File: config.mk
export PLATFORM = sky130hd
export DESIGN_NAME = mano_dr_isz_flat
export DESIGN_NICKNAME = d
export VERILOG_FILES = /design/src/rtl/mano_dr_isz_if.sv /design/src/rtl/mano_dr_isz.sv /design/src/flat_wrapper.sv
export SDC_FILE = /design/constraint.sdc
export NUM_CORES = 1
export LEC_CHECK = 0
export ABC_AREA = 0
export CORE_MARGIN = 2
export CORE_UTILIZATION = 30
export CTS_CLUSTER_SIZE = 30
export DETAILED_ROUTE_END_ITERATION = 7
export GPL_TIMING_DRIVEN = 1
export PLACE_DENSITY_LB_ADDON = 0.1
export SETUP_SLACK_MARGIN = 0.15
export SLEW_MARGIN = 10
export SYNTH_ARGS = -nofsm -noshare
export SYNTH_HDL_FRONTEND = slang
export SYNTH_SLANG_ARGS = --single-unit
File: constraint.sdc
create_clock -name CLK -period 4.5 [get_ports CLK]
set_input_delay 1.35 -clock CLK [delete_from_list [all_inputs] [get_ports CLK]]
set_output_delay 1.35 -clock CLK [all_outputs]
set_load 0.03 [all_outputs]
File: src/rtl/mano_dr_isz_if.sv
// Bus-side signal bundle for the parametrised data register.
// master: control unit / bus side; slave: the register itself.
interface mano_dr_isz_if #(
    parameter int unsigned WIDTH = 16
);
    logic [WIDTH-1:0] IN;
    logic [2:0]       OP;
    logic [WIDTH-1:0] Q_DR;
    logic             ZERO;
    logic             WRAP;
    logic             BUSY;
    logic             SKIP;

    modport master (
        output IN,
        output OP,
        input  Q_DR,
        input  ZERO,
        input  WRAP,
        input  BUSY,
        input  SKIP
    );

    modport slave (
        input  IN,
        input  OP,
        output Q_DR,
        output ZERO,
        output WRAP,
        output BUSY,
        output SKIP
    );
endinterface

File: src/rtl/mano_dr_isz.sv
// Parametrised data register with LD/INC/DEC/CLR, wrap/zero flags and a
// two-cycle increment-and-skip-if-zero sequence.
module mano_dr_isz #(
    parameter int unsigned WIDTH   = 16,
    parameter logic [63:0] RST_VAL = 64'd0
) (
    input logic           CLK,
    input logic           RST_N,
    mano_dr_isz_if.slave  bus
);
    localparam logic [WIDTH-1:0] RstVal = RST_VAL[WIDTH-1:0];

    localparam logic IDLE  = 1'b0;
    localparam logic CHECK = 1'b1;

    localparam logic [2:0] OpHold = 3'b000;
    localparam logic [2:0] OpIsz  = 3'b001;
    localparam logic [2:0] OpLd   = 3'b100;
    localparam logic [2:0] OpInc  = 3'b101;
    localparam logic [2:0] OpDec  = 3'b110;
    localparam logic [2:0] OpClr  = 3'b111;

    logic [WIDTH-1:0] q_dr_q, q_dr_d;
    logic             wrap_q, wrap_d;
    logic             skip_q, skip_d;
    logic             state_q, state_d;

    always_comb begin
        q_dr_d  = q_dr_q;
        wrap_d  = wrap_q;
        skip_d  = 1'b0;
        state_d = state_q;
        if (state_q == CHECK) begin
            // Q_DR already holds the incremented value; OP is ignored here.
            skip_d  = (q_dr_q == '0);
            state_d = IDLE;
        end else begin
            case (bus.OP)
                OpLd: begin
                    q_dr_d = bus.IN;
                    wrap_d = 1'b0;
                end
                OpInc, OpIsz: begin
                    q_dr_d = q_dr_q + WIDTH'(1);
                    wrap_d = &q_dr_q;
                    if (bus.OP == OpIsz) state_d = CHECK;
                end
                OpDec: begin
                    q_dr_d = q_dr_q - WIDTH'(1);
                    wrap_d = (q_dr_q == '0);
                end
                OpClr: begin
                    q_dr_d = '0;
                    wrap_d = 1'b0;
                end
                OpHold: ;
                default: ;
            endcase
        end
    end

    always_ff @(posedge CLK) begin
        if (!RST_N) begin
            q_dr_q  <= RstVal;
            wrap_q  <= 1'b0;
            skip_q  <= 1'b0;
            state_q <= IDLE;
        end else begin
            q_dr_q  <= q_dr_d;
            wrap_q  <= wrap_d;
            skip_q  <= skip_d;
            state_q <= state_d;
        end
    end

    assign bus.Q_DR = q_dr_q;
    assign bus.ZERO = (q_dr_q == '0);
    assign bus.WRAP = wrap_q;
    assign bus.BUSY = (state_q == CHECK);
    assign bus.SKIP = skip_q;
endmodule
File: src/flat_wrapper.sv
// flat-port wrapper written by rule: the top's interface ports become plain ports
module mano_dr_isz_flat 
#(
    parameter int unsigned WIDTH   = 16,
    parameter logic [63:0] RST_VAL = 64'd0
)
  (CLK, RST_N, bus_IN, bus_OP, bus_Q_DR, bus_ZERO, bus_WRAP, bus_BUSY, bus_SKIP);
  mano_dr_isz_if #(.WIDTH(WIDTH)) bus_i ();
  input logic CLK;
  input logic RST_N;
  input wire logic [$bits(bus_i.IN)-1:0] bus_IN;
  input wire logic [$bits(bus_i.OP)-1:0] bus_OP;
  output wire logic [$bits(bus_i.Q_DR)-1:0] bus_Q_DR;
  output wire logic [$bits(bus_i.ZERO)-1:0] bus_ZERO;
  output wire logic [$bits(bus_i.WRAP)-1:0] bus_WRAP;
  output wire logic [$bits(bus_i.BUSY)-1:0] bus_BUSY;
  output wire logic [$bits(bus_i.SKIP)-1:0] bus_SKIP;
  assign bus_i.IN = bus_IN;
  assign bus_i.OP = bus_OP;
  assign bus_Q_DR = bus_i.Q_DR;
  assign bus_ZERO = bus_i.ZERO;
  assign bus_WRAP = bus_i.WRAP;
  assign bus_BUSY = bus_i.BUSY;
  assign bus_SKIP = bus_i.SKIP;
  mano_dr_isz #(.WIDTH(WIDTH), .RST_VAL(RST_VAL)) u_core (.CLK(CLK), .RST_N(RST_N), .bus(bus_i));
endmodule
=== Word-level counts from Yosys, hierarchy flattened ===
Index checks and enable logic that the tools add are counted.

* Bits in registers: 19
* Memories: 0
* Input port bits: 21
* Memory bits (writable): 0
* Bits in read-only memories: 0
* Bits in latches: 0

* Muxes and demuxes: 3
* Equality and inequality tests: 5
* Bitwise gates (word level): 3
* Add/subtract/negate cells: 2
* Reductions and logical operators: 10
* Div/mod/pow operators: 0
* Order comparisons: 0
* Multiply operators: 0
* Shift operators: 0

{| class="wikitable"
|+ Operators by type and width
! cell !! number
|-
| $pmux 16 s4 || 1
|-
| $add 16x1->16 const B || 1
|-
| $logic_not 16->1 || 1
|-
| $reduce_and 16->1 || 1
|-
| $sub 16x1->16 const B || 1
|-
| $eq 3x3->1 const B || 4
|-
| $reduce_and 2->1 || 3
|-
| $reduce_bool 4->1 || 1
|-
| $reduce_or 2->1 || 2
|-
| $eq 3x1->1 const B || 1
|-
| $not 1->1 || 3
|-
| $pmux 1 s3 || 1
|-
| $reduce_bool 3->1 || 1
|-
| $reduce_or 3->1 || 1
|-
| $mux 1 || 1
|}

=== Logic depth before layout (Yosys ltp) ===
Gate-level depths: netlist (run 1).

* Depth after elaboration: 4
* Mapped depth: 9
* Depth with buffers taken out: 9

=== Least setup slack after synthesis (run 1) ===
Ideal clock, no wire load.

* Path type: in2reg
* Start point: input bus_OP[0]
* End point: register u_core.q_dr_q[15] (netlist: u_core.bus.Q_DR[15])
* Library setup time: 0.061 ns
* Slack: 0.782 ns
* Cell stages on the path: 9
* Data required time: 4.439 ns
* Buffers on the path: 0
* Data arrival time: 3.657 ns
* Path through: nand3b_1 -> inv_1 -> ha_1 -> and4_4 -> a21o_1 -> o21a_1 -> or3_4 -> o311ai_2 -> a32o_1

* Longest elaborated chain between the ends: 4
* Elaborated cells on any way between the ends: 9

{| class="wikitable"
|+ RTL lines
! what !! line !! source
|-
| start, declared || flat_wrapper.sv:12 || <nowiki>input wire logic [$bits(bus_i.OP)-1:0] bus_OP;</nowiki>
|-
| $eq 3x3->1 or $eq 3x1->1 (tied branches) || mano_dr_isz.sv:38 || <nowiki>case (bus.OP)</nowiki>
|-
| $reduce_or 2->1 || mano_dr_isz.sv:38 ||
|-
| $reduce_bool 4->1 (no line) || -- ||
|-
| $reduce_and 2->1 (no line) || -- ||
|-
| end signal, assigned || mano_dr_isz.sv:64 || <nowiki>q_dr_q <= RstVal;</nowiki>
|-
| end signal, assigned || mano_dr_isz.sv:69 || <nowiki>q_dr_q <= q_dr_d;</nowiki>
|-
| end, declared || mano_dr_isz.sv:23 || <nowiki>logic [WIDTH-1:0] q_dr_q, q_dr_d;</nowiki>
|}

Parallel ways exist; a longest one is shown, timed or not.
A chain may end at the register's enable or synchronous reset.

=== Worst setup path in the final report (run 1) ===
* Start point: input bus_OP[2]
* End point: register u_core.q_dr_q[15] (netlist: u_core.bus.Q_DR[15])

The elaborated chain is that of the path after synthesis.

==> summary.md, run 1 <==
| Metric | Value |
|---|---|
| Ranking of synthesized cells by area | `dfxtp_1, ha_1, a21oi_1` |
| Worst setup EP type | `register` |
| Post-Synth Adder-Cell Area | `a little under an eighth` |
| Die area | `a little over 6000 um2` |
| Number of placed I/O pins | `just over 40` |
| WHS | `0.506 ns` |
| Syn Inst Count | `roughly 210` |
| Final worst path period share | `89.7%` |
| DR WL/cell | `roughly 16 um` |
| CP arrival | `4.25 ns` |
| Synthesis-stage register bit count | `19` |
| Hold Crit Class | `reg2reg` |
| CTS tree | `done` |
| Max stage delay on crit path | `about 0.52 ns` |
| Core area | `~5500 um2` |
| Tot Pwr | `between 0.5 and 0.6 mW` |
| GRT Total Usage | `17.5%` |
| Status | `complete, no violations` |
| Startpoint class of the critical path | `primary input` |
| Hpwl dp | `3910 um` |
| Cells after DPL | `around 320` |
| Worst EP required | `about 4.7 ns` |
| RSZ-0062 raised after global routing | `false` |
| Max transition margin | `around three fifths` |
| Post-synth design cell area | `approximately 1700 um2` |
| Most frequent cells in the layout | `clkdlybuf4s50_1, a21oi_1, dfxtp_1` |
| P_int | `0.341 mW` |
| Maximum fanout along the worst path | `15` |
| Synth unique cells | `52` |
| Slew Limit Fails | `0` |
| Final antenna-violating net count | `0` |
| Critical path's slowest cell | `clkdlybuf4s50_1` |
| Async SR Flop Fraction | `0%` |
| Sequential area share after synthesis | `between 20% and 30%` |
| Crit-path cells | `clkdlybuf4s50_1, nand3b_1, inv_1, ha_1, a21o_1, a31oi_4, a21oi_2, or3_4, o311ai_2, a32o_1` |
| Post-synth EDFFs | `0` |
| IO Port Bufs | `40` |
| Fmax | `between 200 and 250 MHz` |
| Num Clock Sinks | `19` |
| Main combinational cell family by area after synthesis | `compound AO/OA/AOI/OAI gates` |
| Largest area contributor in the netlist | `dfxtp_1` |
| Resized Gates After CTS | `0` |
| XOR/XNOR Fraction of Synth Area | `3.65%` |
| Num CTS Buffers | `3` |
| Total number of vias | `between 1500 and 2000` |
| DR vias/cell | `5.54` |
| Final min period | `4.04 ns` |
| Simple-gate area share of the yosys netlist | `approximately a quarter` |
| Comb pwr share | `39.0%` |
| Global route total overflow | `0` |
| Pin count of the biggest net entering global routing | `23` |
| Yosys top cell area share | `~23%` |
| Power per cell area | `245 nW/um2` |
| Post-Layout Cell Count | `325` |
| Final hold vios | `0` |
| Clock Tree Root | `clkbuf_8` |
| Crit Path Class | `in2reg` |
| DR DRC count | `0` |
| Switch Pwr | `0.205 mW` |
| Area delta synth->final | `32.5%` |
| H-tree depth | `1` |
| Ant. Diodes | `0` |
| Share of layout cells above drive strength 1 | `about 6.7%` |
| Fill cell count | `slightly below 600` |
| Main synth FF type | `dfxtp_1` |
| Total wire length | `~5200 um` |
| Max Cap Viol | `0` |
| Hold-fix buffers at CTS | `0` |
| First-pass GRT wire length | `~9000 um` |
| Setup Viol. Count Final | `0` |
| Number of nets in the layout | `290` |
| Avg Inst Size Synth | `7.97 um2` |
| Syn nets | `roughly 250` |
| Peak VDD IR | `around 0.00012 V` |
| Post-CTS setup buffers | `0` |
| Synth Area in Compound Gates | `34.2%` |
| Initial antenna violation count | `0` |
| Rows | `27` |
| Clock share of power | `a little under a quarter` |
| Max Root-Sink Buffers | `2` |
| Setup TNS | `0 ns` |
| Drt pass-1 iters | `6` |
| Worst-path clk slew | `around 0.08 ns` |
| Seq pwr share | `between 30% and 40%` |
| Clk_skew | `about 0.0052 ns` |
| Post-synthesis mux area share | `1.19%` |
| Commonest non-fill, non-tap cell in the layout | `clkdlybuf4s50_1` |
| Clk_lat worst skew | `0.26 ns` |
| Die height | `78.9 um` |
| Iteration-0 DRC Markers | `95` |
| Slew @ Worst Pin | `just under 0.6 ns` |
| YS warnings | `0` |
| GPL Wtd Cong | `0.792` |
| Starting Density | `between 30% and 40%` |
| Die width | `just under 80 um` |
| Vias in the first global route | `approximately 1800` |
| Leakage | `between 0.9 and 1 nW` |
| Sw frac | `between 30% and 40%` |
-- cell usage after synthesis (all sizes together) (3+ instances only) --
| master | n |
|---|---|
| nor2b | 4 |
| a32oi | 3 |
| nor3 | 3 |
| dfxtp | 19 |
| o31ai | 4 |
| nand4 | 8 |
| ha | 14 |
| o21ai | 16 |
| inv | 5 |
| a21o | 8 |
| and3 | 3 |
| clkbuf | 7 |
| nand3 | 9 |
| nor4 | 4 |
| nor2 | 9 |
| a31oi | 3 |
| or3 | 5 |
| o311ai | 3 |
| nor3b | 4 |
| a221oi | 3 |
| a21oi | 23 |
| nand2 | 17 |
| o21a | 3 |
| xnor2 | 5 |
| a21boi | 4 |
-- power groups by stage --
| stage | Combinational (mW) | Sequential [mW] | Clock (mW) |
|---|---|---|---|
| after floorplan | 0.109 | 0.228 | 0 |
| after global placement | 0.211 | 0.209 | 0 |
| after detailed placement | 0.212 | 0.209 | 0 |
| after CTS | 0.213 | 0.205 | 0.133 |
| after global routing | 0.232 | 0.208 | 0.140 |
| final | 0.213 | 0.204 | 0.129 |
-- through the flow --
step	setup WS (ns)	utilization [%]	area, um2
after detailed placement	0.205	39.9	2180
after global placement	0.253	39.9	2180
after CTS	0.467	40.7	2230
after floorplan	0.782	-	1680
after global routing	0.309	40.7	2230
final	0.462	40.7	2230
-- layout make-up --
type                       instances  area [um2]  area share [%]
timing repair buffer              45         438            19.7
inverter                           5        18.8           0.842
clock buffer                       4        45.0            2.02
multi-input combinational        180        1260            56.4
sequential                        19         380            17.1
tap                               72        90.1            4.04
-- layer usage --
| layer | track usage [%] | share of wire [%] | vias to the layer above | routed length (um) |
|---|---|---|---|---|
| li1 | - | - | 913 | - |
| met1 | 24.1 | 50 | 860 | 2610 |
| met2 | 29.8 | 47 | 24 | 2460 |
| met3 | 2.84 | 2.7 | 2 | 141 |
| met4 | 2.07 | 0.44 | 0 | 23 |
| met5 | 0 | 0 | - | 0 |
-- critical path: cells and delay by family --
kind / cells / cell delay, ns
AO/OA/AOI/OAI: 5 / 1.04
adder cells (fa/ha/maj): 1 / 0.42
buffers and inverters: 2 / 0.92
AND/OR/NAND/NOR: 2 / 0.51
-- flip-flops by register name, indices dropped and copies added, names as in the netlist --
name / flops
u_core.bus.BUSY: 1
u_core.bus.Q_DR: 16
u_core.bus.SKIP: 1
u_core.bus.WRAP: 1
-- kinds of logic (layout without fill, tap and decap cells) --
| group | count (synthesis) | after routing |
|---|---|---|
| adders and majority gates | 15 | 15 |
| DFF | 19 | 19 |
| xor gates and xnor gates | 7 | 7 |
| muxes | 2 | 2 |
| buffers and inverters | 12 | 54 |
| AOI/OAI and AO/OA | 82 | 82 |
| and+or+nand+nor | 74 | 74 |
-- path summary, 6_finish.rpt --
kind | from | endpoint | slack (ns) | cells past startpoint
min | u_core.bus.BUSY | u_core.bus.BUSY | 0.51 | 1
min reg2reg | u_core.bus.BUSY | u_core.bus.BUSY | 0.51 | 1
max | bus_OP[2] | u_core.bus.Q_DR[15] | 0.46 | 10
max reg2reg | u_core.bus.Q_DR[8] | u_core.bus.Q_DR[15] | 2.23 | 7
Power figures use the tool's default switching activity.
==> run 2, diff against run 1 <==
- clock period: 4.5 -> 4.4 ns (I/O delays scaled with it)
==> summary.md, run 2 (synthesized netlist as in run 1, its figures left out) <==
| Metric | Value |
|---|---|
| Status | `complete, no violations` |
| Fill cell count | `roughly 610` |
| FF/Latch Area | `around 380 um2` |
| Die area | `6220 um2` |
| Crit Path Class | `in2reg` |
| Max transition margin | `roughly three fifths` |
| Iteration-0 DRC Markers | `122` |
| Global Route met1 Usage | `approximately a quarter` |
| Multi-input gate area | `1260 um2` |
| Total wire length | `between 5000 and 6000 um` |
| Num Clock Sinks | `19` |
| Final min period | `between 3 and 4 ns` |
| Worst R2R End | `u_core.bus.Q_DR[12]` |
| Worst r2r src | `u_core.bus.Q_DR[0]` |
| Die height | `78.9 um` |
| Slew @ Worst Pin | `around 0.58 ns` |
| Capture point of the critical path | `u_core.bus.Q_DR[15]` |
| RSZ-0062 raised after global routing | `false` |
| Slew Limit Fails | `0` |
| Leakage | `slightly above 0.9 nW` |
| Number of nets in the layout | `290` |
| Post-CTS setup buffers | `0` |
| Ant. Diodes | `0` |
| Final Util | `between 40% and 50%` |
| Most frequent cells in the layout | `clkdlybuf4s50_1, a21oi_1, dfxtp_1` |
| Resized Gates After CTS | `0` |
| Rows | `27` |
| Crit-path cells | `clkdlybuf4s50_1, nand3b_1, inv_1, buf_4, ha_1, a211oi_1, o21bai_2, mux2i_1, a32oi_1, o311ai_2, a32o_1` |
| Peak VDD IR | `between 0.00009 and 0.0001 V` |
| Delay-heaviest family, CP | `compound AO/OA/AOI/OAI gates` |
| Pin count of the biggest net entering global routing | `23` |
| Setup TNS | `0 ns` |
| CP arrival | `between 4 and 5 ns` |
| Worst setup EP type | `register` |
| Starting Density | `30.7%` |
| Share of layout cells above drive strength 1 | `around 6.7%` |
| Core area | `approximately 5500 um2` |
| Number of placed I/O pins | `41` |
| CTS tree | `done` |
| Critical path's slowest cell | `clkdlybuf4s50_1` |
| Fmax | `255 MHz` |
| Initial antenna violation count | `0` |
| Startpoint class of the critical path | `primary input` |
| CP startpoint | `bus_OP[2]` |
| Hold-fix buffers at CTS | `0` |
| GR peak layer | `met2` |
| GRT Total Usage | `about 17%` |
| Max stage delay on crit path | `approximately 0.53 ns` |
| Hpwl dp | `roughly 3800 um` |
| Hold Crit Class | `reg2reg` |
| Commonest non-fill, non-tap cell in the layout | `clkdlybuf4s50_1` |
| DR WL/cell | `15.7 um` |
| Area delta synth->final | `32.5%` |
| H-tree depth | `1` |
| Vias in the first global route | `around 1800` |
| Met3 Track Usage GR | `under 10%` |
| Critical path depth in cells | `11` |
| Reg2Reg Setup Slack | `about 2.1 ns` |
| Max FFs per register | `16` |
| Max Root-Sink Buffers | `2` |
| Worst-path clk slew | `around 0.080 ns` |
| Clock Tree Root | `clkbuf_8` |
| Drt pass-1 iters | `4` |
| DR DRC count | `0` |
| R2R depth | `8` |
| Maximum fanout along the worst path | `11` |
| Final hold vios | `0` |
| GR Util met2 | `between 20% and 30%` |
| Global route total overflow | `0` |
| Num CTS Buffers | `3` |
| Worst EP required | `about 4.6 ns` |
| Die width | `~79 um` |
| First-pass GRT wire length | `8630 um` |
| Clk_skew | `between 0.001 and 0.0015 ns` |
| DR vias/cell | `between 5 and 6` |
| Final worst path period share | `89.0%` |
| Setup Viol. Count Final | `0` |
| Max Cap Viol | `0` |
| GPL Wtd Cong | `about 0.8` |
| Final antenna-violating net count | `0` |
| Power per cell area | `249 nW/um2` |
| Clk_lat worst skew | `between 0.2 and 0.3 ns` |
| Worst path bufs/invs | `3` |
| Total number of vias | `1784` |
| IO Port Bufs | `40` |
-- run 2: cell counts in the layout (fill, tap and decap cells not counted) --
No cell type changed its count.
-- run 2: through the flow --
step	instance area, um2	power [mW]	std cells	hold WS [ns]	setup WS [ns]
after floorplan	1680	0.345	211	0.639	0.712
after global placement	2180	0.430	321	0.499	0.264
after detailed placement	2180	0.428	321	0.494	0.249
after CTS	2230	0.562	325	0.507	0.524
after global routing	2230	0.588	325	0.551	0.256
final	2230	0.556	325	0.514	0.483
-- run 2: power breakdown --
group / internal (mW) / leakage (nW) / switching (mW)
logic: 0.0974 / 0.737 / 0.119
registers: 0.186 / 0.157 / 0.0219
clock network: 0.0646 / 0.0228 / 0.0669
-- run 2: routing by layer --
metal  vias up  wire length, um
li1        915                -
met1       831             2530
met2        36             2390
met3         2              177
met4         0               23
met5         -                0
-- run 2: cell type report --
| type | instances | share of cell area, % |
|---|---|---|
| Clock buffer | 4 | 2.02 |
| Multi-Input combinational cell | 180 | 56.4 |
| Timing Repair Buffer | 45 | 19.7 |
| Tap cell | 72 | 4.04 |
| Inverter | 5 | 0.842 |
| Sequential cell | 19 | 17.1 |
-- run 2: how the worst min path moves through the flow --
stage                    startpoint              end  slack (ns)  cells past startpoint
floorplan           u_core.bus.BUSY  u_core.bus.BUSY        0.64                      1
global placement    u_core.bus.BUSY  u_core.bus.BUSY        0.50                      1
detailed placement  u_core.bus.BUSY  u_core.bus.BUSY        0.49                      1
CTS                 u_core.bus.BUSY  u_core.bus.BUSY        0.51                      1
global route        u_core.bus.BUSY  u_core.bus.BUSY        0.55                      1
finish              u_core.bus.BUSY  u_core.bus.BUSY        0.51                      1
==> run 3, diff against run 2 <==
- CORE_ASPECT_RATIO: default -> 0.8
- clock period: 4.4 -> 4.5 ns (I/O delays scaled with it)
==> summary.md, run 3 (synthesized netlist as in run 1, its figures left out) <==
| Metric | Value |
|---|---|
| Status | `complete, no violations` |
| Clk_skew | `a little over 0.005 ns` |
| FF/Latch Area | `roughly 380 um2` |
| GRT Total Usage | `between 10% and 20%` |
| CP startpoint | `bus_OP[2]` |
| Setup Viol. Count Final | `0` |
| Crit-path cells | `clkdlybuf4s50_1, nand3b_1, inv_1, ha_1, and4_4, a21o_1, o21a_1, o311ai_0, o311ai_1, a32o_1` |
| Reg2Reg Setup Slack | `~2.2 ns` |
| Max FFs per register | `16` |
| CTS tree | `done` |
| Resized Gates After CTS | `0` |
| Slew @ Worst Pin | `slightly above 0.6 ns` |
| Capture point of the critical path | `u_core.bus.Q_DR[15]` |
| Clock Tree Root | `clkbuf_8` |
| Critical path's slowest cell | `clkdlybuf4s50_1` |
| Final worst path period share | `between 80 and 90%` |
| Die width | `87.7 um` |
| Fmax | `255 MHz` |
| First-pass GRT wire length | `8580 um` |
| GPL Wtd Cong | `0.881` |
| Hold Crit Class | `reg2reg` |
| IO Port Bufs | `40` |
| Final min period | `between 3 and 4 ns` |
| Worst R2R End | `u_core.bus.Q_DR[14]` |
| Total number of vias | `around 1700` |
| Starting Density | `between 30% and 40%` |
| Commonest non-fill, non-tap cell in the layout | `clkdlybuf4s50_1` |
| Die height | `about 70 um` |
| Rows | `24` |
| Number of nets in the layout | `between 200 and 300` |
| Drt pass-1 iters | `4` |
| DR DRC count | `0` |
| Most frequent cells in the layout | `clkdlybuf4s50_1, a21oi_1, dfxtp_1` |
| Final antenna-violating net count | `0` |
| Num CTS Buffers | `3` |
| Max transition margin | `~59%` |
| Post-CTS setup buffers | `0` |
| Worst path bufs/invs | `2` |
| Global route total overflow | `0` |
| Max stage delay on crit path | `between 0.5 and 0.6 ns` |
| Initial antenna violation count | `0` |
| Share of layout cells above drive strength 1 | `6.72%` |
| Max Root-Sink Buffers | `2` |
| Hold-fix buffers at CTS | `0` |
| Die area | `6220 um2` |
| Peak VDD IR | `around 0.00011 V` |
| DR WL/cell | `15.6 um` |
| Core area | `between 5000 and 6000 um2` |
| Ant. Diodes | `0` |
| Multi-input gate area | `around 1300 um2` |
| Fill cell count | `just under 600` |
| Num Clock Sinks | `19` |
| Vias in the first global route | `~1700` |
| Power per cell area | `244 nW/um2` |
| Startpoint class of the critical path | `primary input` |
| Worst setup EP type | `register` |
| Iteration-0 DRC Markers | `between 70 and 80` |
| Number of placed I/O pins | `between 40 and 50` |
| Crit path setup slack, layout | `between 0.5 and 0.6 ns` |
| Post-Place Worst Slack | `between 0.3 and 0.4 ns` |
| Worst EP required | `4.67 ns` |
| Crit Path Class | `in2reg` |
| Worst r2r src | `u_core.bus.Q_DR[1]` |
| Delay-heaviest family, CP | `compound AO/OA/AOI/OAI gates` |
| Total wire length | `roughly 5200 um` |
| Clk_lat worst skew | `~0.27 ns` |
| Slew Limit Fails | `0` |
| R2R depth | `8` |
| DR vias/cell | `5.28` |
| Worst-path clk slew | `roughly 0.080 ns` |
| Maximum fanout along the worst path | `11` |
| Leakage | `around 0.9 nW` |
| Pin count of the biggest net entering global routing | `23` |
| Final hold vios | `0` |
| Max Cap Viol | `0` |
| Tot Pwr | `0.545 mW` |
| Setup TNS | `0 ns` |
| RSZ-0062 raised after global routing | `false` |
| Hpwl dp | `3850 um` |
| Critical path depth in cells | `10` |
| H-tree depth | `1` |
| Area delta synth->final | `33.0%` |
| CP arrival | `around 4.1 ns` |
[run 3: cell counts in the layout (fill, tap and decap cells not counted)]
No cell type changed its count.
[run 3: routing by layer]
metal / vias up / routed length [um] / global-route usage (%)
met5: - / 0 / 0
met3: 4 / 282 / 4.08
met2: 45 / 2180 / 25.6
met1: 785 / 2650 / 26.0
li1: 914 / - / -
met4: 0 / 62 / 4.79
[run 3: power by group]
group / internal, mW / leakage (nW) / switching (mW)
clock: 0.0633 / 0.0228 / 0.0659
combinational: 0.0954 / 0.737 / 0.117
sequential: 0.182 / 0.157 / 0.0216
[run 3: how the worst min path moves through the flow]
| stage | start | endpoint | slack [ns] | depth (start not counted) |
|---|---|---|---|---|
| 2_1_floorplan | u_core.bus.BUSY | u_core.bus.BUSY | 0.64 | 1 |
| 3_3_place_gp | u_core.bus.BUSY | u_core.bus.BUSY | 0.51 | 1 |
| 3_5_place_dp | u_core.bus.BUSY | u_core.bus.BUSY | 0.50 | 1 |
| 4_1_cts | u_core.bus.BUSY | u_core.bus.BUSY | 0.51 | 1 |
| 5_1_grt | u_core.bus.BUSY | u_core.bus.BUSY | 0.53 | 1 |
| 6_report | u_core.bus.BUSY | u_core.bus.BUSY | 0.50 | 1 |
[run 3: area by class of cell]
class                           count  share of cell area, %
Clock buffer                        4                   2.01
Inverter                            5                  0.839
Multi-Input combinational cell    180                   56.2
Sequential cell                    19                   17.0
Tap cell                           78                   4.36
Timing Repair Buffer               45                   19.6
[run 3: metrics by stage]
step	hold slack, ns	instance area (um2)	utilization [%]	cells
2_1_floorplan	0.639	1680	-	211
4_1_cts	0.509	2240	41.1	331
3_5_place_dp	0.497	2190	40.3	327
3_3_place_gp	0.509	2190	40.3	327
5_1_grt	0.533	2240	41.1	331
6_report	0.503	2240	41.1	331
